File: config.mk
export PLATFORM = sky130hd
export DESIGN_NAME = mem_router
export DESIGN_NICKNAME = d
export VERILOG_FILES = /design/src/rtl/mem_router.sv
export SDC_FILE = /design/constraint.sdc
export NUM_CORES = 1
export LEC_CHECK = 0
export CAP_MARGIN = 20
export CORE_AREA = 2 2 125 127
export CTS_BUF_LIST = sky130_fd_sc_hd__clkbuf_16
export DETAILED_ROUTE_END_ITERATION = 12
export DIE_AREA = 0 0 127 129
export GPL_TIMING_DRIVEN = 0
export HOLD_SLACK_MARGIN = 0.06
export PLACE_DENSITY = 0.79
export SLEW_MARGIN = 40
export SYNTH_ARGS = -nofsm -noshare
export SYNTH_HDL_FRONTEND = slang
export SYNTH_SLANG_ARGS = --single-unit
File: constraint.sdc
create_clock -name clock -period 5.15 [get_ports clock]
set_clock_uncertainty 0.1 [all_clocks]
set_input_delay 0.515 -clock clock [delete_from_list [all_inputs] [get_ports clock]]
set_output_delay 0.515 -clock clock [all_outputs]
set_load 0.005 [all_outputs]
File: src/rtl/mem_router.sv
// mem_router: routes upstream memory requests to a DDR port or an MMIO device
// port (addr[28]) and returns responses upstream in request order.
// Each target may have one request in flight; a 4-deep order FIFO records
// which target owns the next upstream response, and a per-target hold
// register parks responses that complete out of order.
// Optional build macro MEM_ROUTER_DECERR_EN: addresses whose top three bits
// are not 3'b100/3'b101 go to an internal error target that answers
// 32'hDEADBEEF and never reaches either external port.
module mem_router (
   input  logic        clock,
   input  logic        reset,
   output logic        in_req_ready,
   input  logic        in_req_valid,
   input  logic        in_req_bits_is_aligned,
   input  logic [31:0] in_req_bits_addr,
   input  logic [31:0] in_req_bits_data,
   input  logic        in_req_bits_func,
   input  logic [3:0]  in_req_bits_wstrb,
   input  logic        in_resp_ready,
   output logic        in_resp_valid,
   output logic [31:0] in_resp_bits_data,
   input  logic        ddr_req_ready,
   output logic        ddr_req_valid,
   output logic        ddr_req_bits_is_aligned,
   output logic [31:0] ddr_req_bits_addr,
   output logic [31:0] ddr_req_bits_data,
   output logic        ddr_req_bits_func,
   output logic [3:0]  ddr_req_bits_wstrb,
   output logic        ddr_resp_ready,
   input  logic        ddr_resp_valid,
   input  logic [31:0] ddr_resp_bits_data,
   input  logic        dev_req_ready,
   output logic        dev_req_valid,
   output logic        dev_req_bits_is_aligned,
   output logic [31:0] dev_req_bits_addr,
   output logic [31:0] dev_req_bits_data,
   output logic        dev_req_bits_func,
   output logic [3:0]  dev_req_bits_wstrb,
   output logic        dev_resp_ready,
   input  logic        dev_resp_valid,
   input  logic [31:0] dev_resp_bits_data,
   output logic        bad_resp
);

   localparam logic [1:0] TGT_DDR = 2'd0;
   localparam logic [1:0] TGT_DEV = 2'd1;
`ifdef MEM_ROUTER_DECERR_EN
   localparam logic [1:0]  TGT_ERR  = 2'd2;
   localparam logic [31:0] ERR_DATA = 32'hDEADBEEF;
`endif

   // slot 3 of the per-target vectors is never used; it keeps 2-bit ids in range
   logic [3:0]  busy_q, busy_d;
   logic [3:0]  held_q, held_d;
   logic [31:0] hold_data_q [4];
   logic [1:0]  order_q [4];
   logic [1:0]  wr_ptr_q, wr_ptr_d;
   logic [1:0]  rd_ptr_q, rd_ptr_d;
   logic [2:0]  count_q, count_d;
   logic        bad_q, bad_d;

   logic [1:0]  tgt;
   logic [1:0]  head;
   logic        tgt_ready;
   logic        fifo_full;
   logic        fifo_empty;
   logic        can_issue;
   logic        accept;
   logic        pop;
   logic [3:0]  rsp_valid;
   logic [3:0]  capture;
   logic [31:0] rsp_data [4];

   // target decode from the request address
   always_comb begin
      tgt = in_req_bits_addr[28] ? TGT_DEV : TGT_DDR;
`ifdef MEM_ROUTER_DECERR_EN
      if (in_req_bits_addr[31:30] != 2'b10) begin
         tgt = TGT_ERR;
      end
`endif
   end

   // readiness of the addressed target; the error target is always ready
   always_comb begin
      case (tgt)
         TGT_DDR: tgt_ready = ddr_req_ready;
         TGT_DEV: tgt_ready = dev_req_ready;
         default: tgt_ready = 1'b1;
      endcase
   end

   assign fifo_full  = (count_q == 3'd4);
   assign fifo_empty = (count_q == 3'd0);
   assign head       = order_q[rd_ptr_q];

   // busy is the registered value, so a target freed by this cycle's pop
   // cannot be re-issued until the next cycle
   assign can_issue    = reset && !busy_q[tgt] && !fifo_full;
   assign in_req_ready = can_issue && tgt_ready;
   assign accept       = in_req_valid && in_req_ready;

   assign ddr_req_valid           = can_issue && in_req_valid && (tgt == TGT_DDR);
   assign ddr_req_bits_is_aligned = in_req_bits_is_aligned;
   assign ddr_req_bits_addr       = in_req_bits_addr;
   assign ddr_req_bits_data       = in_req_bits_data;
   assign ddr_req_bits_func       = in_req_bits_func;
   assign ddr_req_bits_wstrb      = in_req_bits_wstrb;
   assign ddr_resp_ready          = 1'b1;

   assign dev_req_valid           = can_issue && in_req_valid && (tgt == TGT_DEV);
   assign dev_req_bits_is_aligned = in_req_bits_is_aligned;
   assign dev_req_bits_addr       = in_req_bits_addr;
   assign dev_req_bits_data       = in_req_bits_data;
   assign dev_req_bits_func       = in_req_bits_func;
   assign dev_req_bits_wstrb      = in_req_bits_wstrb;
   assign dev_resp_ready          = 1'b1;

   // responses only ever come out of the hold registers, never bypassed
   assign in_resp_valid     = reset && !fifo_empty && held_q[head];
   assign in_resp_bits_data = hold_data_q[head];
   assign pop               = in_resp_valid && in_resp_ready;

   assign bad_resp = bad_q;

   // gather target responses into per-target slots
   always_comb begin
      rsp_valid[0] = ddr_resp_valid;
      rsp_data[0]  = ddr_resp_bits_data;
      rsp_valid[1] = dev_resp_valid;
      rsp_data[1]  = dev_resp_bits_data;
`ifdef MEM_ROUTER_DECERR_EN
      // the error target answers in the cycle after it is accepted
      rsp_valid[2] = busy_q[2] && !held_q[2];
      rsp_data[2]  = ERR_DATA;
`else
      rsp_valid[2] = 1'b0;
      rsp_data[2]  = 32'h0;
`endif
      rsp_valid[3] = 1'b0;
      rsp_data[3]  = 32'h0;
   end

   // a response is legal only while its target is busy and not yet holding one
   assign capture = rsp_valid & busy_q & ~held_q;

   // next-state for the tracking registers and order FIFO pointers
   always_comb begin
      busy_d   = busy_q;
      held_d   = held_q | capture;
      bad_d    = bad_q | (|(rsp_valid & ~capture));
      wr_ptr_d = wr_ptr_q + {1'b0, accept};
      rd_ptr_d = rd_ptr_q + {1'b0, pop};
      count_d  = count_q + {2'b00, accept} - {2'b00, pop};
      if (pop) begin
         busy_d[head] = 1'b0;
         held_d[head] = 1'b0;
      end
      if (accept) begin
         busy_d[tgt] = 1'b1;
      end
   end

   // control state with synchronous active-low reset
   always_ff @(posedge clock) begin
      if (!reset) begin
         busy_q   <= '0;
         held_q   <= '0;
         wr_ptr_q <= '0;
         rd_ptr_q <= '0;
         count_q  <= '0;
         bad_q    <= 1'b0;
      end else begin
         busy_q   <= busy_d;
         held_q   <= held_d;
         wr_ptr_q <= wr_ptr_d;
         rd_ptr_q <= rd_ptr_d;
         count_q  <= count_d;
         bad_q    <= bad_d;
      end
   end

   // datapath storage; contents are qualified by held/count so no reset
   always_ff @(posedge clock) begin
      if (accept) begin
         order_q[wr_ptr_q] <= tgt;
      end
      for (int i = 0; i < 4; i++) begin
         if (capture[i]) begin
            hold_data_q[i] <= rsp_data[i];
         end
      end
   end

endmodule

==> qor.txt <==
DRT antenna net count: 0
Post-layout nets: 728
Most frequent cells after synthesis: buf_4 (142), edfxtp_1 (68), mux2_4 (30)
Area share of the leading cell type in the synthesized netlist: 0.474
Slowest cell delay on critical path: 0.73 ns
Slew headroom: 0.628
Initial DRC count: 123
First-pass GRT wire length: 15600 um
Most frequent cell on the critical path: clkdlybuf4s50_1
Setup total negative slack: 0 ns
Least-Margin Pin Slew: 0.557 ns
Residual DRC: 0
Final Wtd Congestion: 0.768
Slowest-stage cell, CP: clkdlybuf4s50_1
Sequential area share after synthesis: 0.530
Post-CTS Resized: 0
Setup Viol. Count Final: 0
Max-Cap Viols: 0
Skew-Pair Late Insertion Delay: 0.34 ns
Worst setup SP type: input port
Die Height: 129 um
Area Overhead vs Synth: 72.5%
Clock Sinks: 80
Outcome: complete, no violations
Tmin final: 3.24 ns
Die Width: 127 um
Async SR Flop Fraction: 0
Overall Global Routing Usage: 0.123
RSZ-0062 raised after global routing: no
ANT cells: 0
Fin util: 0.496
Ys Warns: 0
IO Count: 321
Most common cell in the netlist: buf_4
CP Max Fanout: 11
Worst Path Arrival: 2.63 ns
Vias per std cell: 3.98
Root buffer cell: clkbuf_16
Pwr/cell area: 231 nW/um^2
DR WL/cell: 13.7 um
Synth area leaders: edfxtp_1 (47%), buf_4 (25%), mux2_4 (10%)
CTS Buf Count: 9
Tcrit/Tclk final: 0.630
Max Fclk: 0.308 GHz
# H-tree levels: 3
Worst vdd ir: 0.137 mV
Leakage: 3.04 nW
Final slew viol count: 0
Grt total ovfl: 0
Vias in the first global route: 3293
Die area: 16400 um^2
Initial antenna violation count: 0
Mapped Avg Cell Area: 13.5 um^2
Routed vias: 3087
Hold Vio Cnt, Final: 0
Layout cells sized above 1: 0.333
Row cnt: 45
Wirelength, routed: 10700 um
Hold_buf cts: 0
Largest area contributor in the netlist: edfxtp_1
Post-synth top flop: edfxtp_1
Sequence of cells on the critical path: clkdlybuf4s50_1 > mux2_4 > or3_1 > nor2_1 > clkdlybuf4s50_1
DP HPWL: 8750 um
Core area: 15000 um^2
Worst setup EP type: output port
Starting density of the core: 0.288
Pin count of the biggest net entering global routing: 20
Post-synth EDFFs: 68
CTS tree: built
Register bit total from synthesis: 80
# port buffers: 249
Mapped Cells: 320
Worst Hold Class: flop to flop
Worst Path Required: 4.53 ns
Distinct cells, synth: 35
Synthesized area: 4310 um^2
Total setup buffers inserted after CTS: 0
Critical path class: input port to output port
Clock buffer depth: 2
Clock slew at reported path FFs: 0.06 ns
Drt pass-1 iters: 4
cell families (layout without fill, tap and decap cells):
family / Yosys count / in the layout / share of synthesized area
xor gates and xnor gates: 5 / 5 / 0.0102
buffers and inverters: 149 / 416 / 0.261
and+or+nand+nor: 36 / 36 / 0.0488
DFF: 80 / 80 / 0.530
AOI/OAI and AO/OA: 9 / 9 / 0.0139
adders and majority gates: 3 / 3 / 0.0105
muxes: 37 / 37 / 0.125
other: 1 / 2 / 0.000870
layout make-up:
class	count	area, um^2
fill	1283	7550
inverter	2	7.51
multi-input combinational	92	922
clock buffer	11	275
buffer	147	1110
tap	188	235
timing repair buffer	251	2550
clock inverter	5	45.0
sequential	80	2280
layout by cell type (no fill, tap or decap), types with 4 or more instances in the layout:
| master | netlist | routed |
|---|---|---|
| clkdlybuf4s50_1 | 0 | 249 |
| clkbuf_16 | 0 | 11 |
| edfxtp_1 | 68 | 68 |
| buf_6 | 4 | 4 |
| nand2_1 | 10 | 10 |
| inv_1 | 2 | 5 |
| and2_1 | 6 | 6 |
| mux2_4 | 30 | 30 |
| nor2_1 | 7 | 5 |
| dfxtp_1 | 12 | 12 |
| buf_4 | 142 | 142 |
metrics by stage:
| step | worst slack [ns] | total power [mW] | std cells | hold slack, ns | area [um^2] |
|---|---|---|---|---|---|
| final | 1.91 | 1.72 | 776 | 0.418 | 7430 |
| after global placement | 1.09 | 1.06 | 758 | 0.371 | 7040 |
| after global routing | 1.80 | 1.78 | 776 | 0.451 | 7430 |
| after floorplan | 2.68 | 0.868 | 321 | 0.364 | 4310 |
| after CTS | 1.88 | 1.74 | 776 | 0.419 | 7430 |
| after detailed placement | 1.83 | 1.07 | 760 | 0.401 | 7110 |
state kept, by name, summed over array words and instances, names as in the netlist:
name and cells:
busy_q 2, held_q 2, count_q 3, rd_ptr_q 2, wr_ptr_q 2, hold_data_q 64, bad_resp 1, order_q 4
critical path: cells and delay by family:
kind,cells,cell delay [ns]
buf+inv,2,1.25
simple gates,2,0.48
mux,1,0.37
final timing paths:
check | slack, ns | cells after the start | to | start
max | 1.91 | 5 | ddr_req_valid | in_req_bits_addr[28]
max reg2reg | 2.52 | 10 | count_q[2] | rd_ptr_q[0]
min reg2reg | 0.42 | 1 | bad_resp | bad_resp
min | 0.42 | 1 | bad_resp | bad_resp
where the power goes:
part | switching [mW] | internal (mW) | leakage [nW]
clock | 0.237 | 0.427 | 0.167
combinational | 0.0825 | 0.249 | 2.16
sequential | 0.00687 | 0.718 | 0.713
total | 0.326 | 1.39 | 3.04
metal layers:
layer  global-route usage  vias to the layer above  share of wire
met2                0.231                      184           0.53
met4               0.0498                        0          0.018
li1                     -                     1479              -
met5                    0                        -              0
met3               0.0466                       17          0.093
met1                0.123                     1407           0.36
(Power assumes the default switching activity.)
